==> src/rtl/flex_down_timer_if.sv <==
// Control/status bundle for flex_down_timer. The master (a control FSM)
// drives start/abort/enable requests; the slave (the timer) reports the
// remaining count and terminal-count status.
interface flex_down_timer_if #(
  parameter int NUM_CNT_BITS = 4
);
  logic                    clear;
  logic                    load;
  logic                    count_enable;
  logic                    periodic;
  logic [NUM_CNT_BITS-1:0] load_val;
  logic [NUM_CNT_BITS-1:0] count_out;
  logic                    zero_flag;
  logic                    busy;
  logic                    done;

  modport master (
    output clear, load, count_enable, periodic, load_val,
    input  count_out, zero_flag, busy, done
  );

  modport slave (
    input  clear, load, count_enable, periodic, load_val,
    output count_out, zero_flag, busy, done
  );
endinterface

==> src/rtl/flex_down_timer.sv <==
// Loadable down-counter/timer. Counts a programmed value down to zero on
// enabled cycles and pulses zero_flag at terminal count. In periodic mode
// the count reloads from the last loaded value and keeps running; in
// one-shot mode the timer parks in DONE until the next load or clear.
module flex_down_timer #(
  parameter int NUM_CNT_BITS = 4
) (
  input  logic            clk,
  input  logic            n_rst,
  flex_down_timer_if.slave bus
);

  typedef enum logic [1:0] {
    IDLE = 2'd0,
    RUN  = 2'd1,
    DONE = 2'd2
  } state_t;

  localparam logic [NUM_CNT_BITS-1:0] CNT_ZERO = '0;
  localparam logic [NUM_CNT_BITS-1:0] CNT_ONE  = NUM_CNT_BITS'(1);

  state_t                  state_q;
  logic [NUM_CNT_BITS-1:0] count_q;
  logic [NUM_CNT_BITS-1:0] reload_q;
  logic                    zero_q;
  logic                    busy_q;
  logic                    done_q;

  // The terminal step is the enabled RUN cycle that sees a count of one.
  // RUN is never entered with a zero count, so the decrement cannot wrap.
  logic                    terminal_step;
  assign terminal_step = (state_q == RUN) && bus.count_enable && (count_q == CNT_ONE);

  // Timer FSM: state, count, reload value and all status outputs registered
  // together so busy/done/zero_flag change only on the clock edge.
  always_ff @(posedge clk or negedge n_rst) begin
    if (!n_rst) begin
      state_q  <= IDLE;
      count_q  <= CNT_ZERO;
      reload_q <= CNT_ZERO;
      zero_q   <= 1'b0;
      busy_q   <= 1'b0;
      done_q   <= 1'b0;
    end else if (bus.clear) begin
      // Abort: reload value is deliberately kept so a later periodic run
      // is unaffected only by an explicit new load.
      state_q <= IDLE;
      count_q <= CNT_ZERO;
      zero_q  <= 1'b0;
      busy_q  <= 1'b0;
      done_q  <= 1'b0;
    end else if (bus.load) begin
      reload_q <= bus.load_val;
      count_q  <= bus.load_val;
      if (bus.load_val != CNT_ZERO) begin
        state_q <= RUN;
        zero_q  <= 1'b0;
        busy_q  <= 1'b1;
        done_q  <= 1'b0;
      end else begin
        // A zero load is an immediate terminal count, even when periodic.
        state_q <= DONE;
        zero_q  <= 1'b1;
        busy_q  <= 1'b0;
        done_q  <= 1'b1;
      end
    end else begin
      zero_q <= 1'b0;
      unique case (state_q)
        RUN: begin
          if (terminal_step) begin
            zero_q <= 1'b1;
            if (bus.periodic) begin
              count_q <= reload_q;
            end else begin
              count_q <= CNT_ZERO;
              state_q <= DONE;
              busy_q  <= 1'b0;
              done_q  <= 1'b1;
            end
          end else if (bus.count_enable) begin
            count_q <= count_q - CNT_ONE;
          end
        end
        DONE: begin
          count_q <= CNT_ZERO;
        end
        IDLE: begin
          // count held, count_enable ignored
        end
        default: begin
          state_q <= IDLE;
          count_q <= CNT_ZERO;
          busy_q  <= 1'b0;
          done_q  <= 1'b0;
        end
      endcase
    end
  end

  assign bus.count_out = count_q;
  assign bus.zero_flag = zero_q;
  assign bus.busy      = busy_q;
  assign bus.done      = done_q;

endmodule
==> src/flat_wrapper.sv <==
// flat-port wrapper written by rule: the top's interface ports become plain ports
module flex_down_timer_flat 
#(
  parameter int NUM_CNT_BITS = 4
)
  (clk, n_rst, bus_clear, bus_load, bus_count_enable, bus_periodic, bus_load_val, bus_count_out, bus_zero_flag, bus_busy, bus_done);
  flex_down_timer_if #(.NUM_CNT_BITS(NUM_CNT_BITS)) bus_i ();
  input  logic clk;
  input  logic n_rst;
  input wire logic [$bits(bus_i.clear)-1:0] bus_clear;
  input wire logic [$bits(bus_i.load)-1:0] bus_load;
  input wire logic [$bits(bus_i.count_enable)-1:0] bus_count_enable;
  input wire logic [$bits(bus_i.periodic)-1:0] bus_periodic;
  input wire logic [$bits(bus_i.load_val)-1:0] bus_load_val;
  output wire logic [$bits(bus_i.count_out)-1:0] bus_count_out;
  output wire logic [$bits(bus_i.zero_flag)-1:0] bus_zero_flag;
  output wire logic [$bits(bus_i.busy)-1:0] bus_busy;
  output wire logic [$bits(bus_i.done)-1:0] bus_done;
  assign bus_i.clear = bus_clear;
  assign bus_i.load = bus_load;
  assign bus_i.count_enable = bus_count_enable;
  assign bus_i.periodic = bus_periodic;
  assign bus_i.load_val = bus_load_val;
  assign bus_count_out = bus_i.count_out;
  assign bus_zero_flag = bus_i.zero_flag;
  assign bus_busy = bus_i.busy;
  assign bus_done = bus_i.done;
  flex_down_timer #(.NUM_CNT_BITS(NUM_CNT_BITS)) u_core (.clk(clk), .n_rst(n_rst), .bus(bus_i));
endmodule
==> config.mk <==
export PLATFORM = sky130hd
export DESIGN_NAME = flex_down_timer_flat
export DESIGN_NICKNAME = d
export VERILOG_FILES = /design/src/rtl/flex_down_timer_if.sv /design/src/rtl/flex_down_timer.sv /design/src/flat_wrapper.sv
export SDC_FILE = /design/constraint.sdc
export NUM_CORES = 1
export LEC_CHECK = 0
export BUFFER_PORTS_ARGS = -buffer_cell sky130_fd_sc_hd__buf_2
export CORE_UTILIZATION = 30
export CTS_CLUSTER_SIZE = 40
export DETAILED_ROUTE_END_ITERATION = 10
export PLACE_DENSITY = 0.52
export SETUP_SLACK_MARGIN = 0.4
export SYNTH_ARGS = -nofsm -noshare
export SYNTH_HDL_FRONTEND = slang
export SYNTH_SLANG_ARGS = --single-unit
==> constraint.sdc <==
create_clock -name clk -period 2.3 [get_ports clk]
set_input_delay 0.115 -clock clk [delete_from_list [all_inputs] [get_ports clk]]
set_output_delay 0.115 -clock clk [all_outputs]
set_load 0.005 [all_outputs]
---- After elaboration in Yosys (flattened, before gate mapping) ----
Index checks and enable logic that the tools add are counted.
storage, ports and cells
  register bits after elaboration ......... 13
  input port bits ......................... 10
cells by class
  add/subtract/negate cells ............... 1
  eq/ne operators ......................... 8
  muxes and demuxes ....................... 28
  bitwise operators ....................... 1
  reduce and logical (&&, ||, !) cells .... 8
operator list
  operator                                                                number
  4-bit 2-to-1 mux                                                        5
  1-bit 2-to-1 mux                                                        14
  2-bit 2-to-1 mux                                                        5
  4-bit case mux with 2 select lines                                      1
  5-bit by 4-bit != test with 1-bit output (second input constant)        1
  4-bit by 1-bit equality test with 1-bit output (second input constant)  1
  4-bit by 3-bit != test with 1-bit output (second input constant)        1
  4-bit != test (second input constant)                                   1
  1-bit case mux with 2 select lines                                      2
  2-bit case mux with 2 select lines                                      1
  2-bit AND reduction                                                     2
  4-bit nonzero test                                                      1
  4-bit by 1-bit subtractor with 4-bit output (second input constant)     1
  3-bit by 1-bit != test with 1-bit output (second input constant)        1
  3-bit != test (second input constant)                                   1
  3-bit AND reduction                                                     1
  2-bit by 1-bit equality test with 1-bit output (second input constant)  1
  2-bit equality test (second input constant)                             1
  1-bit logical AND                                                       2
  2-bit zero test                                                         1
  2-bit OR reduction                                                      1
  1-bit inverter                                                          1

---- Depth between registers and ports, before layout ----
  depth after elaboration ................. 7
  mapped depth ............................ 6
  gate-level depth less buffers ........... 6

---- Worst setup path before layout ----
OpenSTA, ideal clock, no wires.
  path kind ............................... flip-flop to flip-flop
  start point ............................. register u_core.count_q[1], in the netlist u_core.bus.count_out[1]
  end point ............................... register u_core.zero_q, in the netlist u_core.bus.zero_flag
  setup time .............................. 0.078 ns
  arrival time ............................ 1.508 ns
  data required time ...................... 2.222 ns
  slack ................................... 0.714 ns
  stages on the path, launching flop included .. 6
  buffers on the path ..................... 0
  period minus slack after synthesis ...... 1.586 ns
  path through ............................ dfrtp_1 -> inv_1 -> ha_1 -> or4b_4 -> or3_1 -> a21oi_1
between the ends
  cells in the longest elaborated chain, start to end .. 6
RTL lines
  item                                            RTL line               text
  start: declaration                              flex_down_timer.sv:23  logic [NUM_CNT_BITS-1:0] count_q;
  start signal: assignment                        flex_down_timer.sv:54  count_q <= bus.load_val;
  start signal: assignment                        flex_down_timer.sv:74  count_q <= reload_q;
  start signal: assignment                        flex_down_timer.sv:82  count_q <= count_q - CNT_ONE;
  4-bit by 1-bit equality test with 1-bit output  flex_down_timer.sv:32  assign terminal_step = (state_q == RUN) && bus.count_enable && (count_q == CNT_ONE);
  1-bit logical AND                               flex_down_timer.sv:32
  1-bit 2-to-1 mux                                flex_down_timer.sv:71  if (terminal_step) begin
  1-bit 2-to-1 mux                                flex_down_timer.sv:69  unique case (state_q)
  1-bit 2-to-1 mux                                flex_down_timer.sv:52  end else if (bus.load) begin
  1-bit 2-to-1 mux                                flex_down_timer.sv:44  end else if (bus.clear) begin
  end signal: assignment                          flex_down_timer.sv:49  zero_q <= 1'b0;
  end signal: assignment                          flex_down_timer.sv:68  zero_q <= 1'b0;
  end signal: assignment                          flex_down_timer.sv:72  zero_q <= 1'b1;
  end: declaration                                flex_down_timer.sv:25  logic zero_q;
Every way passes these cells.
A chain may end at the register's enable or synchronous reset.

---- Final worst setup path ----
  start point ............................. register u_core.count_q[1], in the netlist u_core.bus.count_out[1]
  end point ............................... register u_core.busy_q, in the netlist u_core.bus.busy
between the ends
  cells in the longest elaborated chain, start to end .. 4
RTL lines
  item                                                RTL line               text
  4-bit by 1-bit equality test with 1-bit output      flex_down_timer.sv:32
  1-bit logical AND                                   flex_down_timer.sv:32
  4-bit by 3-bit != test with 1-bit output (no line)  -
  3-bit AND reduction (no line)                       -
  end signal: assignment                              flex_down_timer.sv:42  busy_q <= 1'b0;
  end signal: assignment                              flex_down_timer.sv:50  busy_q <= 1'b0;
  end signal: assignment                              flex_down_timer.sv:58  busy_q <= 1'b1;
  end: declaration                                    flex_down_timer.sv:26  logic busy_q;
Every way passes these cells.

==> results.cfg <==
[grt]
grt_pass1_vias = 614
antenna_found_initial = 0
grt-ovfl-total = 0
grt_max_degree = 13
grt_usage = 0.1553
grt_pass1_wl_um = 2829

[setup_path]
timing.reg2reg.setup_slack_ns = 0.53
critical_path_class = reg2reg
worstSetupEndpointType = flip-flop
regToRegStartpoint = u_core.bus.count_out[1]$_DFFE_PN0P_
worstPathCellList = inv_1, ha_1, nor4b_1, nand3_1, o21ai_0, o21ai_0
cp_data_required_time_ns = 2.44
worstPathBufferInverterCount = 1
cp_common_cell = o21ai_0
cpLargestDelayFamily = simple AND/OR/NAND/NOR gates
slowest_delay_ns = 0.48
cp-start-kind = flip-flop
cp_slowest_cell = nor4b_1
r2r_cells = 6
reg2reg_to = u_core.bus.busy$_DFFE_PN0P_
critPathArrivalTime_ns = 1.91
cp_max_fo = 4

[die]
die_height_um = 48.97
ios = 17
die_area_mm2 = 0.002398
die_w_um = 48.97
initial_core_util = 0.3274
rows = 16
core_area_mm2 = 0.002022

[detailed_routing]
viasPerCell = 5.303
postRouteAntennaNets = 0
wl_um = 1595
drtPass1Iterations = 4
drtIter0Drc = 41
vias = 631
drc = 0
detail_route.wl_per_cell_um = 13.40

[timing]
hold_slack_ns = 0.1076
tightest_slew_ns = 0.5633
maxSlewViolCount = 0
setup_viol = 0
clock_skew_ns = 0.001359
rsz0062_at_grt = no
max_freq_mhz = 564.1
finalWorstSetupSlack_ns = 0.5272
slew_headroom = 0.6191
min_period_over_period = 0.7708
hold_viol = 0
fin_tns_setup_ns = 0
finalCriticalPeriod_ns = 1.773

[clocking]
cts_buffers = 3
htreeDepth = 1
path_clk_slew_ns = 0.08
tritoncts = yes
cts_buffer_depth = 2
cts.sinks = 11
cts-resized-gates = 0
clkLatencyLatePin_ns = 0.27
clockRootBuffer = clkbuf_4

[yosys]
ys_ff_latch = 11
synth_nets = 85
syn_inst = 73
netlist-cell-type-count = 26
syn_avg_cell_area_um2 = 9.067
synth-seq-area-share = 0.4159
ys_warn_count = 0
synth_area_um2 = 661.9

[run_status]
status = complete, no violations

[min_path]
hold_path_depth = 2
hp-start = bus_load_val[3]
hold-path-endpoint = u_core.reload_q[3]$_DFFE_PN0P_
hold_class = in2reg

[finish]
insertedDiodeCount = 0
final_area_um2 = 804.5
drive_gt1_frac = 0.2717
area_growth_syn_to_layout_pct = 21.55
nFillCells = 219
nNetsFinal = 105

[pwr]
powerDensity_mw_per_mm2 = 569.3
ir_worst_vdd_mv = 0.3155
leakagePower_nw = 0.3524

[placed_design]
dp_slack_ns = 0.6183
place_congestion = 0.8547
dp.final_hpwl_um = 1196
io_buffers = 16
place_area_um2 = 768.2

[run]
maxCapViolCount = 0
[worst max-delay path by stage]
stage | from | endpoint | slack [ns] | cells after the start
2_1_floorplan | u_core.bus.count_out[1]$_DFFE_PN0P_ | u_core.bus.zero_flag$_DFF_PN0_ | 0.71 | 5
3_3_place_gp | u_core.bus.count_out[1]$_DFFE_PN0P_ | u_core.bus.zero_flag$_DFF_PN0_ | 0.65 | 5
3_5_place_dp | u_core.bus.count_out[1]$_DFFE_PN0P_ | u_core.bus.count_out[1]$_DFFE_PN0P_ | 0.62 | 6
4_1_cts | u_core.bus.count_out[1]$_DFFE_PN0P_ | u_core.bus.busy$_DFFE_PN0P_ | 0.56 | 6
5_1_grt | u_core.bus.count_out[1]$_DFFE_PN0P_ | u_core.bus.busy$_DFFE_PN0P_ | 0.40 | 6
6_report | u_core.bus.count_out[1]$_DFFE_PN0P_ | u_core.bus.busy$_DFFE_PN0P_ | 0.53 | 6
[area by class of cell]
type                            instances  area [µm²]  area share
Clock buffer                            4       26.28     0.03266
Tap cell                               27       33.78     0.04199
Inverter                                7       26.28     0.03266
Timing Repair Buffer                   17       90.09      0.1120
Multi-Input combinational cell         53       352.8      0.4386
Sequential cell                        11       275.3      0.3421
[metrics by stage]
stage,cells,total power [mW],util
final,119,0.4580,0.3979
after detailed placement,114,0.3225,0.3800
after CTS,119,0.4633,0.3979
after global routing,119,0.4856,0.3979
after global placement,114,0.3239,0.3800
after floorplan,73,0.2847,-
[worst register-to-register path, cell delays in order, from the launching register on]
cell     delay [ns]
dfrtp_1        0.41
inv_1          0.08
ha_1           0.15
nor4b_1        0.48
nand3_1        0.21
o21ai_0        0.20
o21ai_0        0.11
[synthesized netlist by cell type]
master,number,area (µm²)
clkbuf_1,2,7.510
o211ai_1,1,7.510
nand3_1,2,10.01
a21oi_1,9,45.04
a211o_1,1,8.760
nor4_1,1,6.260
or4b_4,1,13.76
dfrtp_1,11,275.3
nor2b_1,1,6.260
nor3_1,3,15.01
or3_1,1,6.260
xor2_1,2,17.52
mux2_2,4,45.04
nand2_1,4,15.01
a31oi_1,4,25.02
inv_1,7,26.28
ha_1,2,25.02
o22ai_1,1,6.260
nand4_1,1,6.260
nor4b_2,1,15.01
nand2b_1,1,6.260
o221ai_1,1,8.760
o32ai_1,1,8.760
o21ai_0,7,35.03
nor4b_1,1,8.760
nor2_1,3,11.26
[logic make-up after synthesis]
logic type                 synth area share
AOI/OAI and AO/OA                    0.2193
and+or+nand+nor                      0.1815
DFF                                  0.4159
buffers and inverters               0.05105
muxes                               0.06805
xor gates and xnor gates            0.02647
adders and majority gates           0.03780
[layer usage]
metal / part of all wire / vias to the layer above / wire length (µm) / global-route usage
met4: 0.016 / 0 / 25 / 0.07353
met5: 0 / - / 0 / 0
met1: 0.46 / 286 / 738 / 0.2043
met2: 0.46 / 32 / 736 / 0.2500
li1: - / 309 / - / -
met3: 0.059 / 4 / 94 / 0.02181
[cell usage in the layout, fill, tap and decap left out, types with 2 or more instances in the layout]
cell      Yosys  final
xor2_1        2      2
a21oi_1       9      9
mux2_2        4      4
inv_1         7      7
nand2_1       4      4
clkbuf_4      0      3
o21ai_0       7      7
ha_1          2      2
nand3_1       2      2
buf_2         0     16
nor2_1        3      3
a31oi_1       4      4
nor3_1        3      3
dfrtp_1      11     11
[sequential cells by signal, indices dropped and copies added, names as in the netlist]
register and flops:
u_core.bus.count_out 4, u_core.reload_q 4, u_core.bus.busy 1, u_core.bus.done 1
u_core.bus.zero_flag 1
[timing repair]
action	in CTS	in global routing
setup buffers	0	0
hold endpoints to repair	11	0
hold buffers	1	0
[power by group]
part | switching (mW) | leakage [nW] | internal (mW)
clock network | 0.0706 | 0.0150 | 0.0672
registers | 0.0186 | 0.139 | 0.211
logic | 0.0474 | 0.198 | 0.0429
total | 0.137 | 0.352 | 0.321
Note: power is estimated with default switching activity, not from simulation.
